$ cat src/rtl/details.sv
// Shared types for the accumulator-core control unit:
// opcodes, ALU ops, register enable bundles, bus sources.
package details;

    typedef enum logic [7:0] {
        NOP      = 8'h00,
        CLAC     = 8'h01,
        ADD      = 8'h02,
        SUB      = 8'h03,
        MUL      = 8'h04,
        INCAC    = 8'h05,
        MV_RL_AC = 8'h10,
        MV_RP_AC = 8'h11,
        MV_RQ_AC = 8'h12,
        MV_RC_AC = 8'h13,
        MV_R_AC  = 8'h14,
        MV_R1_AC = 8'h15,
        MV_AC_RP = 8'h20,
        MV_AC_RQ = 8'h21,
        MV_AC_RL = 8'h22,
        LDAC     = 8'h30,
        STR      = 8'h31,
        LDIAC    = 8'h32,
        STIR     = 8'h33,
        JUMP     = 8'h40,
        JMPZ     = 8'h41,
        JMPNZ    = 8'h42,
        ENDOP    = 8'hF0
    } ISA_t;

    typedef enum logic [2:0] {
        ALU_PASS,
        ALU_CLR,
        ALU_ADD,
        ALU_SUB,
        ALU_MUL,
        ALU_INC
    } alu_op_t;

    typedef struct packed {
        logic pc;
        logic rc;
        logic rp;
        logic rq;
    } inc_reg_t;

    typedef struct packed {
        logic ar;
        logic r;
        logic pc;
        logic ir;
        logic rl;
        logic rc;
        logic rp;
        logic rq;
        logic r1;
        logic ac;
    } wrEnReg_t;

    typedef enum logic [3:0] {
        BUS_PC,
        BUS_MEM,
        BUS_AC,
        BUS_R,
        BUS_RL,
        BUS_RP,
        BUS_RQ,
        BUS_RC,
        BUS_R1,
        BUS_AR
    } bus_in_sel_t;

endpackage

$ cat src/rtl/control_unit.sv
// Fetch/execute sequencer for one accumulator core.
// Outputs come from the state register plus the registered IR and Z.
module control_unit
    import details::*;
#(
    parameter int IR_WIDTH = 8
) (
    input  logic                clk,
    input  logic                rstN,
    input  logic                start,
    input  logic                Zout,
    input  logic [IR_WIDTH-1:0] instruction,
    output alu_op_t             aluOp,
    output inc_reg_t            incReg,
    output wrEnReg_t            wrEnReg,
    output bus_in_sel_t         busSel,
    output logic                DataMemWrEn,
    output logic                ZWrEn,
    output logic                done,
    output logic                ready
);

    typedef enum logic [4:0] {
        S_IDLE,
        S_FETCH1,
        S_FETCH2,
        S_FETCH3,
        S_EXEC1,
        S_LD_WAIT,
        S_LD_LOAD,
        S_ST_WRITE,
        S_ST_SETTLE,
        S_LDI_WAIT,
        S_LDI_ADDR,
        S_STI_WAIT,
        S_STI_ADDR,
        S_JMP_WAIT,
        S_JMP_LOAD,
        S_END
    } state_t;

    state_t state, next;
    ISA_t   op;

    assign op = ISA_t'(instruction[7:0]);

    always_ff @(posedge clk) begin
        if (rstN) state <= S_IDLE;
        else      state <= next;
    end

    always_comb begin
        next        = state;
        aluOp       = ALU_PASS;
        incReg      = '0;
        wrEnReg     = '0;
        busSel      = BUS_PC;
        DataMemWrEn = 1'b0;
        ZWrEn       = 1'b0;
        done        = 1'b0;
        ready       = 1'b0;
        unique case (state)
            S_IDLE: begin
                ready = 1'b1;
                if (start) next = S_FETCH1;
            end
            S_FETCH1: begin
                wrEnReg.ar = 1'b1;
                next       = S_FETCH2;
            end
            S_FETCH2: next = S_FETCH3;
            S_FETCH3: begin
                busSel     = BUS_MEM;
                wrEnReg.ir = 1'b1;
                incReg.pc  = 1'b1;
                next       = S_EXEC1;
            end
            S_EXEC1: begin
                next = S_FETCH1;
                case (op)
                    CLAC: begin
                        aluOp = ALU_CLR; wrEnReg.ac = 1'b1; ZWrEn = 1'b1;
                    end
                    ADD: begin
                        aluOp = ALU_ADD; wrEnReg.ac = 1'b1; ZWrEn = 1'b1;
                    end
                    SUB: begin
                        aluOp = ALU_SUB; wrEnReg.ac = 1'b1; ZWrEn = 1'b1;
                    end
                    MUL: begin
                        aluOp = ALU_MUL; wrEnReg.ac = 1'b1; ZWrEn = 1'b1;
                    end
                    INCAC: begin
                        aluOp = ALU_INC; wrEnReg.ac = 1'b1; ZWrEn = 1'b1;
                    end
                    MV_RL_AC: begin busSel = BUS_AC; wrEnReg.rl = 1'b1; end
                    MV_RP_AC: begin busSel = BUS_AC; wrEnReg.rp = 1'b1; end
                    MV_RQ_AC: begin busSel = BUS_AC; wrEnReg.rq = 1'b1; end
                    MV_RC_AC: begin busSel = BUS_AC; wrEnReg.rc = 1'b1; end
                    MV_R_AC:  begin busSel = BUS_AC; wrEnReg.r  = 1'b1; end
                    MV_R1_AC: begin busSel = BUS_AC; wrEnReg.r1 = 1'b1; end
                    MV_AC_RP: begin busSel = BUS_RP; wrEnReg.ac = 1'b1; end
                    MV_AC_RQ: begin busSel = BUS_RQ; wrEnReg.ac = 1'b1; end
                    MV_AC_RL: begin busSel = BUS_RL; wrEnReg.ac = 1'b1; end
                    LDAC: begin
                        busSel = BUS_AC; wrEnReg.ar = 1'b1; next = S_LD_WAIT;
                    end
                    STR: begin
                        busSel = BUS_AC; wrEnReg.ar = 1'b1; next = S_ST_WRITE;
                    end
                    LDIAC: begin
                        wrEnReg.ar = 1'b1; next = S_LDI_WAIT;
                    end
                    STIR: begin
                        wrEnReg.ar = 1'b1; next = S_STI_WAIT;
                    end
                    JUMP: begin
                        wrEnReg.ar = 1'b1; next = S_JMP_WAIT;
                    end
                    // Untaken branches just skip the operand word
                    JMPZ: begin
                        if (Zout) begin
                            wrEnReg.ar = 1'b1; next = S_JMP_WAIT;
                        end else begin
                            incReg.pc = 1'b1;
                        end
                    end
                    JMPNZ: begin
                        if (!Zout) begin
                            wrEnReg.ar = 1'b1; next = S_JMP_WAIT;
                        end else begin
                            incReg.pc = 1'b1;
                        end
                    end
                    ENDOP:   next = S_END;
                    default: ;
                endcase
            end
            S_LD_WAIT: next = S_LD_LOAD;
            S_LD_LOAD: begin
                busSel = BUS_MEM; wrEnReg.ac = 1'b1; next = S_FETCH1;
            end
            S_ST_WRITE: begin
                busSel = BUS_R; DataMemWrEn = 1'b1; next = S_ST_SETTLE;
            end
            S_ST_SETTLE: next = S_FETCH1;
            S_LDI_WAIT:  next = S_LDI_ADDR;
            S_LDI_ADDR: begin
                busSel = BUS_MEM; wrEnReg.ar = 1'b1; incReg.pc = 1'b1;
                next = S_LD_WAIT;
            end
            S_STI_WAIT: next = S_STI_ADDR;
            S_STI_ADDR: begin
                busSel = BUS_MEM; wrEnReg.ar = 1'b1; incReg.pc = 1'b1;
                next = S_ST_WRITE;
            end
            S_JMP_WAIT: next = S_JMP_LOAD;
            S_JMP_LOAD: begin
                busSel = BUS_MEM; wrEnReg.pc = 1'b1; next = S_FETCH1;
            end
            S_END:   done = 1'b1;
            default: next = S_IDLE;
        endcase
    end

endmodule

$ cat config.mk
export PLATFORM = sky130hd
export DESIGN_NAME = control_unit
export DESIGN_NICKNAME = d
export VERILOG_FILES = /design/src/rtl/details.sv /design/src/rtl/control_unit.sv
export SDC_FILE = /design/constraint.sdc
export NUM_CORES = 1
export LEC_CHECK = 0
export ABC_AREA = 1
export CELL_PAD_IN_SITES_DETAIL_PLACEMENT = 1
export CELL_PAD_IN_SITES_GLOBAL_PLACEMENT = 1
export CORE_UTILIZATION = 27
export CTS_CLUSTER_SIZE = 8
export DETAILED_ROUTE_END_ITERATION = 8
export PLACE_DENSITY_LB_ADDON = 0.15
export RECOVER_POWER = 25
export SLEW_MARGIN = 20
export SYNTH_ARGS = -nofsm -noshare
export SYNTH_HDL_FRONTEND = slang
export SYNTH_SLANG_ARGS = --single-unit
export TNS_END_PERCENT = 30
$ cat constraint.sdc
create_clock -name clk -period 1.9 [get_ports clk]
set_input_delay 0.38 -clock clk [delete_from_list [all_inputs] [get_ports clk]]
set_output_delay 0.38 -clock clk [all_outputs]
set_load 0.02 [all_outputs]
# Word level (Yosys, flattened, before mapping)
# Index checks and enable logic that the tools add are counted.
word_totals:
  output_inout_bits: 25
  word_cells: 82
  latch_bits: 0
  ramBits: 0
  mem_bits_ro: 0
  in_bits: 12
  reg_bits: 5
  memories: 0
op_classes:
  muxes: 32
  add_sub_neg: 0
  div: 0
  multipliers: 0
  shift: 0
  reduce_logical: 10
  order_cmp: 0
  n_bitwise: 1
  eq_ne: 38
ops:
  columns: ["cell", "n"]
  rows:
  - ["$pmux 5 s14", 1]
  - ["$eq 8x6->1 const B", 7]
  - ["$eq 8x5->1 const B", 6]
  - ["$eq 5x4->1 const B", 8]
  - ["$pmux 5 s8", 1]
  - ["$eq 8x7->1 const B", 3]
  - ["$eq 5x3->1 const B", 4]
  - ["$mux 1", 17]
  - ["$eq 8x2->1 const B", 2]
  - ["$eq 8x3->1 const B", 2]
  - ["$reduce_or 8->1", 2]
  - ["$pmux 3 s5", 1]
  - ["$reduce_or 5->1", 3]
  - ["$pmux 3 s4", 1]
  - ["$eq 5x2->1 const B", 2]
  - ["$mux 5", 2]
  - ["$pmux 3 s3", 1]
  - ["$reduce_or 3->1", 3]
  - ["$eq 8x1->1 const B", 1]
  - ["$eq 8x8->1 const B", 1]
  - ["$mux 4", 2]
  - ["$pmux 1 s2", 4]
  - ["$eq 5x1->1 const B", 1]
  - ["$logic_not 5->1", 1]
  - ["other kinds (5)", 5]

# Depth between registers and ports, before layout
depth:
  ltp_word: 4
  ltp_mapped: 10
  depth_no_buf: 10

# Worst setup path after synthesis
# No wires, ideal clock.
synth_timing:
  path_kind: "in2out"
  start: "in instruction[6]"
  end: "out wrEnReg[4] (netlist bit)"
  path_stages: 5
  t_arrival_ns: 1.352
  t_required_ns: 1.520
  n_path_buf: 0
  slack_ns: 0.168
  cell_sequence: "nor2_1 inv_2 nor3_2 nand2_1 nor3_1"
synth_rtl:
  columns: ["item", "line", "rtl"]
  rows:
  - ["from (decl)", "control_unit.sv:12", "input logic [IR_WIDTH-1:0] instruction,"]
  - ["to (decl)", "control_unit.sv:15", "output wrEnReg_t wrEnReg,"]

==> flow_summary.json <==
{
  "gr-total-overflow": 0,
  "synth_top_area_share_pct": 13.7,
  "fp.dieArea_mm2": 0.00306,
  "startpoint_type": "primary input",
  "wirelength_um": 3930,
  "crit_family": "buffers and inverters",
  "total_power_mw": 0.771,
  "netlist_instances": 144,
  "reg.largest.list": "state: 4 flops",
  "die_x_um": 55.3,
  "largest_reg_flops": 4,
  "worstHoldStart": "state[0]$_SDFFE_PP0P_",
  "gp_congestion": 0.830,
  "fin_hold_ws_ns": 0.594,
  "antenna_found_initial": 0,
  "synth_area_um2": 768,
  "r2r_end": "state[1]$_SDFFE_PP0P_",
  "regToRegSetupSlack_ns": 0.50,
  "r2r_cells": 10,
  "die_h_um": 55.3,
  "crit_path_max_incr_delay_ns": 0.48,
  "power.leakage_nw": 0.811,
  "detail_route.vias_per_cell": 4.90,
  "rows": 18,
  "coreArea_mm2": 0.00259,
  "maxSlewViolCount": 0,
  "drtAntennaViolNets": 0,
  "diodes": 0,
  "yosysTopAreaCell": "nand2_1",
  "final_cell_mix": "50 x buf_4, 20 x nor2_1, 18 x nand2_1",
  "cts_made_buffers": 3,
  "clockBufferDepth": 2,
  "crit_slowest_cell": "clkdlybuf4s50_1",
  "min_period_ns": 1.90,
  "multiInputGateArea_um2": 682,
  "regMostFlops": "state",
  "nets": 239,
  "vias": 1250,
  "clock-root-buffer": "clkbuf_4",
  "initial_core_util_pct": 29.7,
  "critical_path_arrival_ns": 1.52,
  "synth_compound_area_share_pct": 14.5,
  "cts_tree": "yes",
  "critPathKind": "primary input to output port",
  "cts_hold_buffers": 0,
  "max_freq_mhz": 527,
  "ys_types": 25,
  "yosys_warnings": 0,
  "io_pins": 37,
  "max_cap_violations": 0,
  "grt_usage_pct": 24.4,
  "drc": 0,
  "cts.htree.levels": 1,
  "p_per_area_mw_per_mm2": 514,
  "synth.area.mux_share_pct": 0,
  "grt_max_degree": 8,
  "fin_util_pct": 57.9,
  "place_hpwl_um": 2710,
  "grt_pass1_wl_um": 6050,
  "timing.rr.start": "state[2]$_SDFFE_PP0P_",
  "path_max_fanout": 3,
  "yosys.area_share.simple_pct": 58.0,
  "place_inst": 235,
  "hp-class": "register to register",
  "status": "finished, final reports clean",
  "hold_viol": 0,
  "seq_area_frac_synth_pct": 10.4,
  "final-setup-viol-count": 0,
  "synth_fa_ha_area_share_pct": 0,
  "rsz0062_at_grt": "yes",
  "crit_buf_inv": 3,
  "area_growth_syn_to_layout_pct": 95.1,
  "synthXorXnorAreaFrac_pct": 0,
  "hold_end": "state[0]$_SDFFE_PP0P_",
  "wl_per_cell_um": 15.4,
  "ys_seq_elements": 4,
  "crit_chain": "clkdlybuf4s50_1, inv_1, nand2_1, nand2_2, nand2_2, nand2_1, o211ai_1, buf_4",
  "dr.first_iter.drc_count": 32,
  "fin_worst_skew_ns": 0.00937,
  "synth_top_family_by_area": "simple AND/OR/NAND/NOR gates",
  "clk_pin_slew_ns": 0.05,
  "post-route-period-util_pct": 99.9,
  "final_common_cell": "buf_4",
  "ir_worst_vdd_mv": 0.539,
  "final_cell_area_mm2": 0.00150,
  "placed_area_mm2": 0.00133,
  "cts_sinks": 4,
  "seq_area_um2": 81.3,
  "hold-path-cell-count": 2,
  "syn_area_per_cell_um2": 5.33,
  "fill_cells": 374,
  "fin_cells": 255,
  "drt_pass1_iterations": 4,
  "crit_required_ns": 1.52,
  "grt_pass1_vias": 1345,
  "io_buffers": 32,
  "worstSetupEndpointType": "output port",
  "synth_area_leaders": "nand2_1 14%, nor2_1 13%, dfxtp_1 10%",
  "final_layout_size_suffix_gt1_share_pct": 58.7,
  "worstSkewPairLatency_ns": 0.25
}
## tightest hold or removal path, delay by kind of cell, from the launching register on
kind / cells / cell delay, ns
buffers and inverters: 1 / 0.14
AO/OA/AOI/OAI: 1 / 0.06
flip-flops: 1 / 0.34
## what timing repair did
action,CTS,global route
buffers inserted,11,6
pin swaps,15,14
gates resized for setup,113,30
endpoints found under the hold margin,0,0
setup endpoints to repair,21,15
## metal layers
layer  global-route usage, %  vias to the layer above  routed length (µm)
met5                       0                        -                   0
met3                    2.11                        8                 146
li1                        -                      615                   -
met4                    4.29                        0                  82
met1                    28.4                      593                1600
met2                    47.8                       34                2100
## Yosys cell counts
| library cell | instances |
|---|---|
| inv_1 | 11 |
| o221ai_1 | 1 |
| nand2_1 | 28 |
| nand3_2 | 1 |
| nor3_2 | 2 |
| nand4_1 | 3 |
| o21ai_0 | 3 |
| nor2_4 | 4 |
| a31oi_1 | 1 |
| buf_4 | 4 |
| conb_1 | 1 |
| a21oi_1 | 7 |
| nand2_2 | 7 |
| nor2_2 | 2 |
| o211ai_1 | 2 |
| nor3_1 | 7 |
| a221oi_1 | 1 |
| nand3_1 | 9 |
| o21ai_2 | 2 |
| or2_1 | 1 |
| inv_2 | 15 |
| dfxtp_1 | 4 |
| o21ai_1 | 1 |
| nor2_1 | 26 |
| or2_2 | 1 |
## logic make-up after synthesis
logic type,Yosys count
other,1
AOI/OAI and AO/OA,18
DFF,4
buffers and inverters,30
and+or+nand+nor,91
## stage by stage
stage	worst slack (ns)	setup TNS (ns)
finish	0.00179	0
global route	-0.0895	-0.297
CTS	-0.0399	-0.0399
detailed placement	-0.857	-12.49
global placement	-0.776	-10.76
floorplan	0.168	0
## worst max-delay path by stage
stage	start	end	cells after the start
after global placement	instruction[6]	busSel[1]	8
after global routing	Zout	wrEnReg[9]	8
after floorplan	instruction[6]	wrEnReg[4]	5
final	Zout	wrEnReg[9]	8
after detailed placement	instruction[6]	wrEnReg[4]	7
after CTS	state[1]$_SDFFE_PP0P_	busSel[0]	7
## layout make-up
class | instances | area share [%]
Sequential cell | 4 | 5.43
Timing Repair Buffer | 79 | 38.4
Clock buffer | 3 | 1.50
Inverter | 26 | 6.68
Multi-Input combinational cell | 113 | 45.5
Tap cell | 30 | 2.50
## report_power, final
| part | switching [mW] | internal [mW] |
|---|---|---|
| logic | 0.310 | 0.217 |
| registers | 0.0230 | 0.106 |
| clock network | 0.0447 | 0.0713 |
| total | 0.377 | 0.394 |
Power figures use the tool's default switching activity.
